File: src/rtl/dht11_avg_reporter_if.sv
// Signal bundle between the DHT11 averaging reporter, its upstream sample
// reader and its downstream consumer. DHT11_MINMAX_EN adds the min/max
// temperature outputs.
//
// Handshake: the reporter holds avg_* stable while out_valid=1. An average
// transfers on any posedge where out_valid=1 and out_ready=1. The only case
// where a presented average changes without a transfer is a new sample
// replacing it, which is flagged by the sticky overrun bit.
interface dht11_avg_reporter_if;
   logic [7:0] humidity;
   logic [7:0] temperature;
   logic       valid;
   logic [7:0] avg_humidity;
   logic [7:0] avg_temperature;
   logic       out_valid;
   logic       out_ready;
   logic       overrun;
   logic       reject;
   logic       stale;
`ifdef DHT11_MINMAX_EN
   logic [7:0] min_temperature;
   logic [7:0] max_temperature;
`endif

   // upstream reader plus consumer side
   modport master (
      output humidity, temperature, valid, out_ready,
      input  avg_humidity, avg_temperature, out_valid, overrun, reject, stale
`ifdef DHT11_MINMAX_EN
      , min_temperature, max_temperature
`endif
   );

   // reporter side
   modport slave (
      input  humidity, temperature, valid, out_ready,
      output avg_humidity, avg_temperature, out_valid, overrun, reject, stale
`ifdef DHT11_MINMAX_EN
      , min_temperature, max_temperature
`endif
   );
endinterface

File: src/rtl/dht11_avg_reporter.sv
// 4-sample moving average of DHT11 humidity/temperature readings with a
// valid/ready output, range rejection, overrun and stale flags.
// Optional feature macro: DHT11_MINMAX_EN (min/max temperature outputs).
// Pipeline from the posedge that first samples valid high (P0):
//   P1 edge/range qualify, P2 history update, P3 CALC -> OUT (out_valid).
module dht11_avg_reporter #(
   parameter int unsigned TIMEOUT_CYCLES = 100000000
) (
   input  logic                 clk,
   input  logic                 reset,
   dht11_avg_reporter_if.slave  bus,
   output logic [1:0]           state_dbg,
   output logic [2:0]           fill_dbg
);
   localparam int unsigned CW = (TIMEOUT_CYCLES < 2) ? 1 : $clog2(TIMEOUT_CYCLES + 1);

   typedef enum logic [1:0] {
      ST_FILL = 2'd0,
      ST_CALC = 2'd1,
      ST_OUT  = 2'd2,
      ST_WAIT = 2'd3
   } state_t;

   state_t        state, state_nxt;
   logic          valid_q, valid_qq, armed;
   logic [7:0]    hum_q, tmp_q, hum_c, tmp_c;
   logic          rise, in_range;
   logic          cap_q, rej_q;
   logic [7:0]    hist_h [4];
   logic [7:0]    hist_t [4];
   logic [2:0]    fill_cnt;
   logic          load_avg, ovr_set;
   logic [9:0]    sum_h, sum_t;
   logic [7:0]    avg_h_q, avg_t_q;
   logic          out_valid_q, overrun_q;
   logic [CW-1:0] stale_cnt;

   // Input register. armed stays low while a valid that was high at reset
   // release is still high, so such a level is never taken as a new sample.
   always_ff @(posedge clk) begin
      if (!reset) begin
         valid_q  <= 1'b0;
         valid_qq <= 1'b0;
         armed    <= ~bus.valid;
         hum_q    <= 8'd0;
         tmp_q    <= 8'd0;
      end else begin
         valid_q  <= bus.valid;
         valid_qq <= valid_q;
         armed    <= armed | ~bus.valid;
         hum_q    <= bus.humidity;
         tmp_q    <= bus.temperature;
      end
   end

   assign rise     = valid_q & ~valid_qq & armed;
   assign in_range = (hum_q <= 8'd100) && (tmp_q <= 8'd60);

   // Qualify stage: split a new sample into accept or a one-cycle reject.
   always_ff @(posedge clk) begin
      if (!reset) begin
         cap_q <= 1'b0;
         rej_q <= 1'b0;
         hum_c <= 8'd0;
         tmp_c <= 8'd0;
      end else begin
         cap_q <= rise & in_range;
         rej_q <= rise & ~in_range;
         if (rise) begin
            hum_c <= hum_q;
            tmp_c <= tmp_q;
         end
      end
   end

   // History shift and saturating fill count on every accepted sample.
   always_ff @(posedge clk) begin
      if (!reset) begin
         for (int i = 0; i < 4; i++) begin
            hist_h[i] <= 8'd0;
            hist_t[i] <= 8'd0;
         end
         fill_cnt <= 3'd0;
      end else if (cap_q) begin
         for (int i = 3; i > 0; i--) begin
            hist_h[i] <= hist_h[i-1];
            hist_t[i] <= hist_t[i-1];
         end
         hist_h[0] <= hum_c;
         hist_t[0] <= tmp_c;
         if (fill_cnt != 3'd4) fill_cnt <= fill_cnt + 3'd1;
      end
   end

   // Truncating means over the four history entries.
   always_comb begin
      sum_h = 10'(hist_h[0]) + 10'(hist_h[1]) + 10'(hist_h[2]) + 10'(hist_h[3]);
      sum_t = 10'(hist_t[0]) + 10'(hist_t[1]) + 10'(hist_t[2]) + 10'(hist_t[3]);
   end

   // FSM state register.
   always_ff @(posedge clk) begin
      if (!reset) state <= ST_FILL;
      else        state <= state_nxt;
   end

   // FSM next state, average load strobe and overrun detection.
   always_comb begin
      state_nxt = state;
      load_avg  = 1'b0;
      ovr_set   = 1'b0;
      case (state)
         ST_FILL: if (cap_q && fill_cnt == 3'd3) state_nxt = ST_CALC;
         ST_CALC: begin
            if (!cap_q) begin
               load_avg  = 1'b1;
               state_nxt = ST_OUT;
            end
         end
         ST_OUT: begin
            if (cap_q) begin
               state_nxt = ST_CALC;
               ovr_set   = ~bus.out_ready;
            end else if (bus.out_ready) begin
               state_nxt = ST_WAIT;
            end
         end
         ST_WAIT: if (cap_q) state_nxt = ST_CALC;
         default: state_nxt = ST_FILL;
      endcase
   end

   // Output channel: averages load on CALC -> OUT; out_valid drops on transfer.
   always_ff @(posedge clk) begin
      if (!reset) begin
         avg_h_q     <= 8'd0;
         avg_t_q     <= 8'd0;
         out_valid_q <= 1'b0;
         overrun_q   <= 1'b0;
      end else begin
         if (load_avg) begin
            avg_h_q     <= sum_h[9:2];
            avg_t_q     <= sum_t[9:2];
            out_valid_q <= 1'b1;
         end else if (out_valid_q && bus.out_ready) begin
            out_valid_q <= 1'b0;
         end
         if (ovr_set) overrun_q <= 1'b1;
      end
   end

   // Cycles since the last accepted sample, saturating at the timeout.
   always_ff @(posedge clk) begin
      if (!reset)                                    stale_cnt <= '0;
      else if (cap_q)                                stale_cnt <= '0;
      else if (stale_cnt < CW'(TIMEOUT_CYCLES))      stale_cnt <= stale_cnt + CW'(1);
   end

`ifdef DHT11_MINMAX_EN
   logic [7:0] min_t, max_t, min_q, max_q;

   // Extremes of the temperature history.
   always_comb begin
      min_t = hist_t[0];
      max_t = hist_t[0];
      for (int i = 1; i < 4; i++) begin
         if (hist_t[i] < min_t) min_t = hist_t[i];
         if (hist_t[i] > max_t) max_t = hist_t[i];
      end
   end

   // Min/max registers load together with the averages.
   always_ff @(posedge clk) begin
      if (!reset) begin
         min_q <= 8'd0;
         max_q <= 8'd0;
      end else if (load_avg) begin
         min_q <= min_t;
         max_q <= max_t;
      end
   end

   assign bus.min_temperature = min_q;
   assign bus.max_temperature = max_q;
`endif

   assign bus.avg_humidity    = avg_h_q;
   assign bus.avg_temperature = avg_t_q;
   assign bus.out_valid       = out_valid_q;
   assign bus.overrun         = overrun_q;
   assign bus.reject          = rej_q;
   assign bus.stale           = (stale_cnt >= CW'(TIMEOUT_CYCLES));
   assign state_dbg           = state;
   assign fill_dbg            = fill_cnt;
endmodule

File: src/flat_wrapper.sv
// flat-port wrapper written by rule: the top's interface ports become plain ports
module dht11_avg_reporter_flat 
#(
   parameter int unsigned TIMEOUT_CYCLES = 100000000
)
  (clk, reset, state_dbg, fill_dbg, bus_humidity, bus_temperature, bus_valid, bus_out_ready, bus_avg_humidity, bus_avg_temperature, bus_out_valid, bus_overrun, bus_reject, bus_stale);
  dht11_avg_reporter_if bus_i ();
  input  logic clk;
  input  logic reset;
  output logic [1:0] state_dbg;
  output logic [2:0] fill_dbg;
  input wire logic [$bits(bus_i.humidity)-1:0] bus_humidity;
  input wire logic [$bits(bus_i.temperature)-1:0] bus_temperature;
  input wire logic [$bits(bus_i.valid)-1:0] bus_valid;
  input wire logic [$bits(bus_i.out_ready)-1:0] bus_out_ready;
  output wire logic [$bits(bus_i.avg_humidity)-1:0] bus_avg_humidity;
  output wire logic [$bits(bus_i.avg_temperature)-1:0] bus_avg_temperature;
  output wire logic [$bits(bus_i.out_valid)-1:0] bus_out_valid;
  output wire logic [$bits(bus_i.overrun)-1:0] bus_overrun;
  output wire logic [$bits(bus_i.reject)-1:0] bus_reject;
  output wire logic [$bits(bus_i.stale)-1:0] bus_stale;
  assign bus_i.humidity = bus_humidity;
  assign bus_i.temperature = bus_temperature;
  assign bus_i.valid = bus_valid;
  assign bus_i.out_ready = bus_out_ready;
  assign bus_avg_humidity = bus_i.avg_humidity;
  assign bus_avg_temperature = bus_i.avg_temperature;
  assign bus_out_valid = bus_i.out_valid;
  assign bus_overrun = bus_i.overrun;
  assign bus_reject = bus_i.reject;
  assign bus_stale = bus_i.stale;
  dht11_avg_reporter #(.TIMEOUT_CYCLES(TIMEOUT_CYCLES)) u_core (.clk(clk), .reset(reset), .bus(bus_i), .state_dbg(state_dbg), .fill_dbg(fill_dbg));
endmodule
File: config.mk
export PLATFORM = sky130hd
export DESIGN_NAME = dht11_avg_reporter_flat
export DESIGN_NICKNAME = d
export VERILOG_FILES = /design/src/rtl/dht11_avg_reporter_if.sv /design/src/rtl/dht11_avg_reporter.sv /design/src/flat_wrapper.sv
export SDC_FILE = /design/constraint.sdc
export NUM_CORES = 1
export LEC_CHECK = 0
export CORE_ASPECT_RATIO = 1.4
export CORE_UTILIZATION = 55
export CTS_CLUSTER_DIAMETER = 120
export DETAILED_ROUTE_END_ITERATION = 10
export GPL_ROUTABILITY_DRIVEN = 1
export PLACE_DENSITY = 0.76
export SLEW_MARGIN = 20
export SYNTH_ARGS = -nofsm -noshare
export SYNTH_HDL_FRONTEND = slang
export SYNTH_SLANG_ARGS = --single-unit
File: constraint.sdc
create_clock -name clk -period 4.3 [get_ports clk]
set_input_delay 0.86 -clock clk [delete_from_list [all_inputs] [get_ports clk]]
set_output_delay 0.86 -clock clk [all_outputs]
set_load 0.1 [all_outputs]
==> flow_summary_export.csv <==
group,metric,value,unit
critical_path,cp.arrival,2710,ps
synth,synth_top_cell_by_area,"edfxtp_1",
synth,synth_area,7710,sq um
run,cap_violations,0,
synth,yosysUniqueCellTypes,63,
global_route,antenna_found_initial,0,
synth,ys_seq_area_share,47.5,%
floorplan,die_w,102,um
global_route,use_met2,39.8,%
floorplan,die_y,142,um
synth,ys_seq_elements,151,
sta,hold_viol,0,
global_route,gr-max-usage-layer,"met2",
synth,avgSynthCellArea,10.1,sq um
global_route,overflow,0,
sta,fmax,280,MHz
floorplan,coreArea,13500,sq um
clock_network,htree_levels,4,
synth,async_reset_ff_share,0,%
clock_network,cts.path.max_buffers,2,
sta,setup-tns-final,0,ps
power,ir_drop,296,uV
synth,synth_enable_flop_cells,64,
clock_network,cts_hold_buf,0,
clock_network,cts_resized,0,
drt,vias_per_cell,5.50,
drt,drc,0,
global_route,grt_pass1_vias,5497,
global_route,grt_start_max_net_pins,133,
critical_path,crit_path_max_fanout,23,
synth,yosysWarnings,0,
critical_path,critical_path_class,"reg2out",
final_layout,layout_common_cells,"dfxtp_1 (87), nand2_1 (75), inv_1 (70)",
sta,tightest_slew,1060,ps
placed_design,gp_congestion,0.827,
drt,first_iter_violations,270,
clock_network,cts-root-buf,"clkbuf_16",
floorplan,die-area,14500,sq um
sta,drv_slew,0,
sta,grt_setup_unrepaired,"false",
clock_network,cts.sinks,151,
final_layout,syn2layout_area_growth,14.4,%
final_layout,postLayoutCoreUtil,65.3,%
global_route,grt_pass1_wl,24600,um
sta,clock_skew,11.8,ps
critical_path,crit_required,3440,ps
global_route,gr-usage-met3,4.17,%
placed_design,portBuffers,44,
power,power_density,409,nW/um^2
sta,report.final.setup_viol,0,
synth,ys.flop_type,"dfxtp_1",
min_path,hold_path.class,"reg2reg",
power,leakage,3.75,nW
sta,period_share,82.9,%
drt,dr.pass1.iters,4,
clock_network,cts_tree,"yes",
floorplan,initial_core_util,57.1,%
clock_network,insertion_delay,420,ps
final_layout,nNetsFinal,875,
placed_design,place_hpwl,10300,um
drt,antenna_left,0,
global_route,grt_use_met1,25.7,%
floorplan,row_count,50,
drt,drt_wl_total,14900,um
clock_network,postCtsSetupRepairBufs,0,
final_layout,final_common_cell,"dfxtp_1",
synth,synth_cells,764,
global_route,grtUsageTotal,21.8,%
sta,fin_crit,3570,ps
sta,max-slew-margin-rel,29.1,%
final_layout,num_antenna_cells,0,
clock_network,cts_buffers,17,
drt,wire_per_inst,15.1,um
synth,synth_nets,844,
clock_network,clkTransAtPathRegs,60,ps
final_layout,drive_above_1_share,7.30,%
outcome,outcome,"finished clean",
floorplan,pin_count,45,
synth,synth_area_leaders,"edfxtp_1 (25%), dfxtp_1 (23%), ha_1 (6.8%)",
critical_path,setup.worst_path.start_class,"flop",
drt,vias,5447,
critical_path,setup.worst_path.end_class,"output pin",
synth,synth_top_area_share,24.9,%
## routing by layer
layer | vias to the layer above | routed length (um)
met5 | - | 0
met4 | 0 | 172
met3 | 17 | 292
met2 | 51 | 8000
met1 | 2636 | 6440
li1 | 2743 | -
## state kept, by name (all words and copies together) (netlist names), 2 cells and up
| name | flops |
|---|---|
| u_core.hist_h | 32 |
| u_core.fill_dbg | 3 |
| u_core.hum_q | 8 |
| u_core.stale_cnt | 27 |
| u_core.hum_c | 8 |
| u_core.bus.avg_humidity | 8 |
| u_core.bus.avg_temperature | 8 |
| u_core.hist_t | 32 |
| u_core.tmp_q | 8 |
| u_core.tmp_c | 8 |
| u_core.state_dbg | 2 |
## worst max-delay path, cell delays in order (launching register included)
cell and delay (ps):
dfxtp_1 410, nand3_1 180, o31ai_1 830, a21oi_2 160, inv_2 330, buf_4 360
## through the flow
step	cells	power, W	area, sq um	setup WS (ps)	hold WS (ps)
floorplan	764	0.00207	7710	1190	419
global placement	958	0.00220	8250	1020	437
detailed placement	958	0.00222	8250	831	452
CTS	990	0.00363	8820	734	463
global route	990	0.00375	8820	565	479
finish	990	0.00361	8820	735	461
## Yosys cell counts, types with 8 or more instances
master,instances
dfxtp_1,87
xor2_1,8
ha_1,42
inv_1,71
o21ai_0,30
a21oi_1,37
nand4_1,10
edfxtp_1,64
and3_1,65
nand3_1,16
nor2_1,28
o31ai_1,11
nand2_1,75
and2_1,29
clkbuf_1,31
nor2b_1,10
xnor2_1,12
a21boi_0,23
fa_1,18
## area by class of cell
cell class / count / area, sq um
fillers: 1105 / 4690
flip-flops and latches: 151 / 3660
multi-input cells: 505 / 3610
clock buffers: 23 / 509
repair buffers: 48 / 475
inverters: 72 / 270
well taps: 182 / 228
clock inverters: 9 / 62.6
## worst paths after layout
kind                                                         from                                         end  slack, ps  cells after the start
worst max-delay path            u_core.stale_cnt[20]$_SDFFE_PP0N_                                   bus_stale        730                      5
worst max register to register  u_core.hist_t[1][0]$_SDFFCE_PN0P_  u_core.bus.avg_temperature[6]$_SDFFE_PN0P_        770                     16
worst min register to register         u_core.hum_q[1]$_SDFF_PN0_                u_core.hum_c[1]$_SDFFE_PN0P_        460                      2
worst min-delay path                   u_core.hum_q[1]$_SDFF_PN0_                u_core.hum_c[1]$_SDFFE_PN0P_        460                      2
## cell families after synthesis
group / count (synthesis) / share of synthesized area, %
and+or+nand+nor: 271 / 19.1
muxes: 5 / 0.681
xor gates and xnor gates: 20 / 2.27
DFF: 151 / 47.5
buffers and inverters: 108 / 5.69
adders and majority gates: 60 / 11.5
AOI/OAI and AO/OA: 149 / 13.2
## report_power, final
group	switching [W]	internal, W	leakage (nW)	total [W]
Clock	0.000577	0.000836	0.289	0.00141
Combinational	0.000392	0.000218	2.09	0.000610
Sequential	0.0000334	0.00155	1.37	0.00158
Total	0.00100	0.00261	3.75	0.00361
Power figures use the tool's default switching activity.
==> RTL change: new RTL, config.mk and constraints unchanged <==
Register the output `state_dbg` once more, cleared by the reset; this adds one clock of latency there. The other outputs are not delayed to match.
--- a/src/rtl/dht11_avg_reporter.sv
+++ b/src/rtl/dht11_avg_reporter.sv
@@ -192,3 +192,9 @@
    assign bus.stale           = (stale_cnt >= CW'(TIMEOUT_CYCLES));
-   assign state_dbg           = state;
+   always_ff @(posedge clk) begin
+      if (!reset) begin
+         state_dbg <= '0;
+      end else begin
+         state_dbg <= state;
+      end
+   end
    assign fill_dbg            = fill_cnt;
Formal check against the unedited RTL: not equivalent (Yosys sat finds a counterexample within 10 cycles, from zero or initial values and one cycle with reset low).
==> RTL change against the original RTL <==
- first-iteration DRC count shrank 2.2%
- power grew 1.3%
- worst setup slack gained 5.4 ps
- highest routed layer unchanged
- maximum frequency grew 0.15%
- area after synthesis grew 0.21%
- count of clock-buffer cells in the layout shrank 6
- critical endpoint is now u_core.bus.avg_temperature[6]$_SDFFE_PN0P_
- critical path type is now reg2reg
- clock power grew 4%
- sequential cell count grew 2
- largest cell class unchanged
- combinational power shrank 3%
- non-clock buffer count grew 2
- design area grew 0.67%
- routed wire length shrank 6.2%
==> RTL change: results (changes against the original RTL) <==
* M1 GR Usage at 25.03% (-0.66 points)
* Initial antenna violation count at 0 (unchanged)
* Clock slew at reported path FFs at 60 ps (about the same)
* Post-cts gate resize count at 0 (unchanged)
* Largest cells by area after synthesis: edfxtp_1 (25%), dfxtp_1 (23%), ha_1 (6.6%)
* Syn nets at 855 (+1.3%)
* Largest registers: u_core.hist_h: 32 flops, u_core.hist_t: 32 flops, u_core.stale_cnt: 27 flops
* DR WL/cell at 13.96 um (-7.3%)
* Adder-Cell Fraction of Synth Area at 11.30% (-0.19 points)
* Fraction of registers with async set/reset at 0% (unchanged)
* Vias per inst at 5.571 (+1.3%)
* Sequential power share at 43.8% (about the same)
* CTS Buf Count at 17 (unchanged)
* Ant diodes at 0 (unchanged)
* M2 GR Usage at 36.42% (-3.4 points)
* RD Place Congestion at 0.7577 (-8.4%)
* DP Cell Count at 970 (+1.3%)
* Distinct cells, synth at 53 (-16%)
* Half-perimeter wire length after placement at 9403 um (-8.5%)
* Bufs on Longest Clock Path at 2 (unchanged)
* Synth Instances at 776 (+1.6%)
* Ys Warns at 0 (unchanged)
* Run status: complete, no violations
* Root Driver: clkbuf_16
* Logic power comb at 0.592 mW (-3%)
* Filler instances at 1,088 (-1.5%)
* Post-synthesis mux area share at 0.8093% (+0.13 points)
* Synth Area in Compound Gates at 12.17% (-1.1 points)
* Leak pwr at 3.740 nW (-0.24%)
* Layout Cell Area excl Fill at 0.008881 mm^2 (+0.67%)
* Place WS at 795.5 ps (-35.88 ps)
* PortBufs at 44 (unchanged)
* Hold Path Class: reg2reg
* Worst skew pair latency at 420 ps (about the same)
* Gate power share at 16.2% (-0.7 points)
* Placed Area at 0.008299 mm^2 (+0.62%)
* Largest net degree at the start of global routing at 135 (+1.5%)
* Register area share after synthesis at 47.91% (+0.42 points)
* Layout Nets at 886 (+1.3%)
* Total GRT Usage at 21.16% (-0.68 points)
* Synth cell count leaders: dfxtp_1 (89), inv_1 (77), nand2_1 (75), and3_1 (65), edfxtp_1 (64)
* Critical Path Fanout Max at 5 (-78%)
* Vias in the first global route at 5,503 (+0.11%)
* Vias post-DR at 5,582 (+2.5%)
* Number of flops mapped to enable cells by yosys at 64 (unchanged)
* DRT Pass-1 Iters at 5 (+1)
* Final setup fails at 0 (unchanged)
* GRT met3 Usage at 5.255% (+1.1 points)
* Setup bufs post-CTS at 0 (unchanged)
* H-Tree Depth at 4 (unchanged)
* Xor and xnor area share after synthesis at 2.039% (-0.23 points)
* Starting DRT DRC Count at 264 (-2.2%)
* Max IR drop VDD at 0.2539 mV (-14%)
* Slew headroom at 29.86% (+0.77 points)
* Global-route wire length before repair at 24,260 um (-1.5%)
* Sw frac at 28.74% (+0.95 points)
* Clock Skews at 14.11 ps (+2.325 ps)
* Share of layout cells above drive strength 1 at 6.220% (-1.1 points)
-- RTL change: critical path, stage by stage, from the launching register on --
cell	delay, ps
edfxtp_1	390
ha_1	230
inv_1	70
fa_1	190
nor2b_1	50
o21ai_0	240
a21boi_0	170
o31ai_1	260
a21bo_2	270
fa_1	470
inv_1	40
ha_1	350
nand2_1	100
o21ai_0	120
a41o_1	250
xnor2_1	120
o21ai_0	150
-- RTL change: final cells by class --
cell class	instances	area share, %
timing repair buffer	50	5.523
multi-input combinational	508	40.41
clock buffer	17	4.790
sequential	153	41.70
inverter	77	3.254
clock inverter	15	1.761
tap	182	2.564
-- RTL change: cells by family after synthesis --
kind of cell    Yosys count
buf+inv                 115
xor+xnor                 18
simple gates            279
compound gates          146
fa+ha+maj                59
flops                   153
mux                       6
-- RTL change: path summary, 6_finish.rpt --
path / from / endpoint / slack (ps) / depth (start not counted)
setup / recovery: u_core.hist_t[1][0]$_SDFFCE_PN0P_ / u_core.bus.avg_temperature[6]$_SDFFE_PN0P_ / 740 / 16
hold / removal: u_core.hum_c[2]$_SDFFE_PN0P_ / u_core.hum_c[2]$_SDFFE_PN0P_ / 460 / 2
setup reg to reg: u_core.hist_t[1][0]$_SDFFCE_PN0P_ / u_core.bus.avg_temperature[6]$_SDFFE_PN0P_ / 740 / 16
hold reg to reg: u_core.hum_c[2]$_SDFFE_PN0P_ / u_core.hum_c[2]$_SDFFE_PN0P_ / 460 / 2
-- RTL change: metal layers --
layer | part of all wire (%) | vias to the layer above | routed length, um
met5 | 0 | - | 0
met4 | 1.9 | 0 | 270
met3 | 3.4 | 24 | 475
met2 | 52 | 110 | 7236
met1 | 43 | 2664 | 6000
li1 | - | 2784 | -
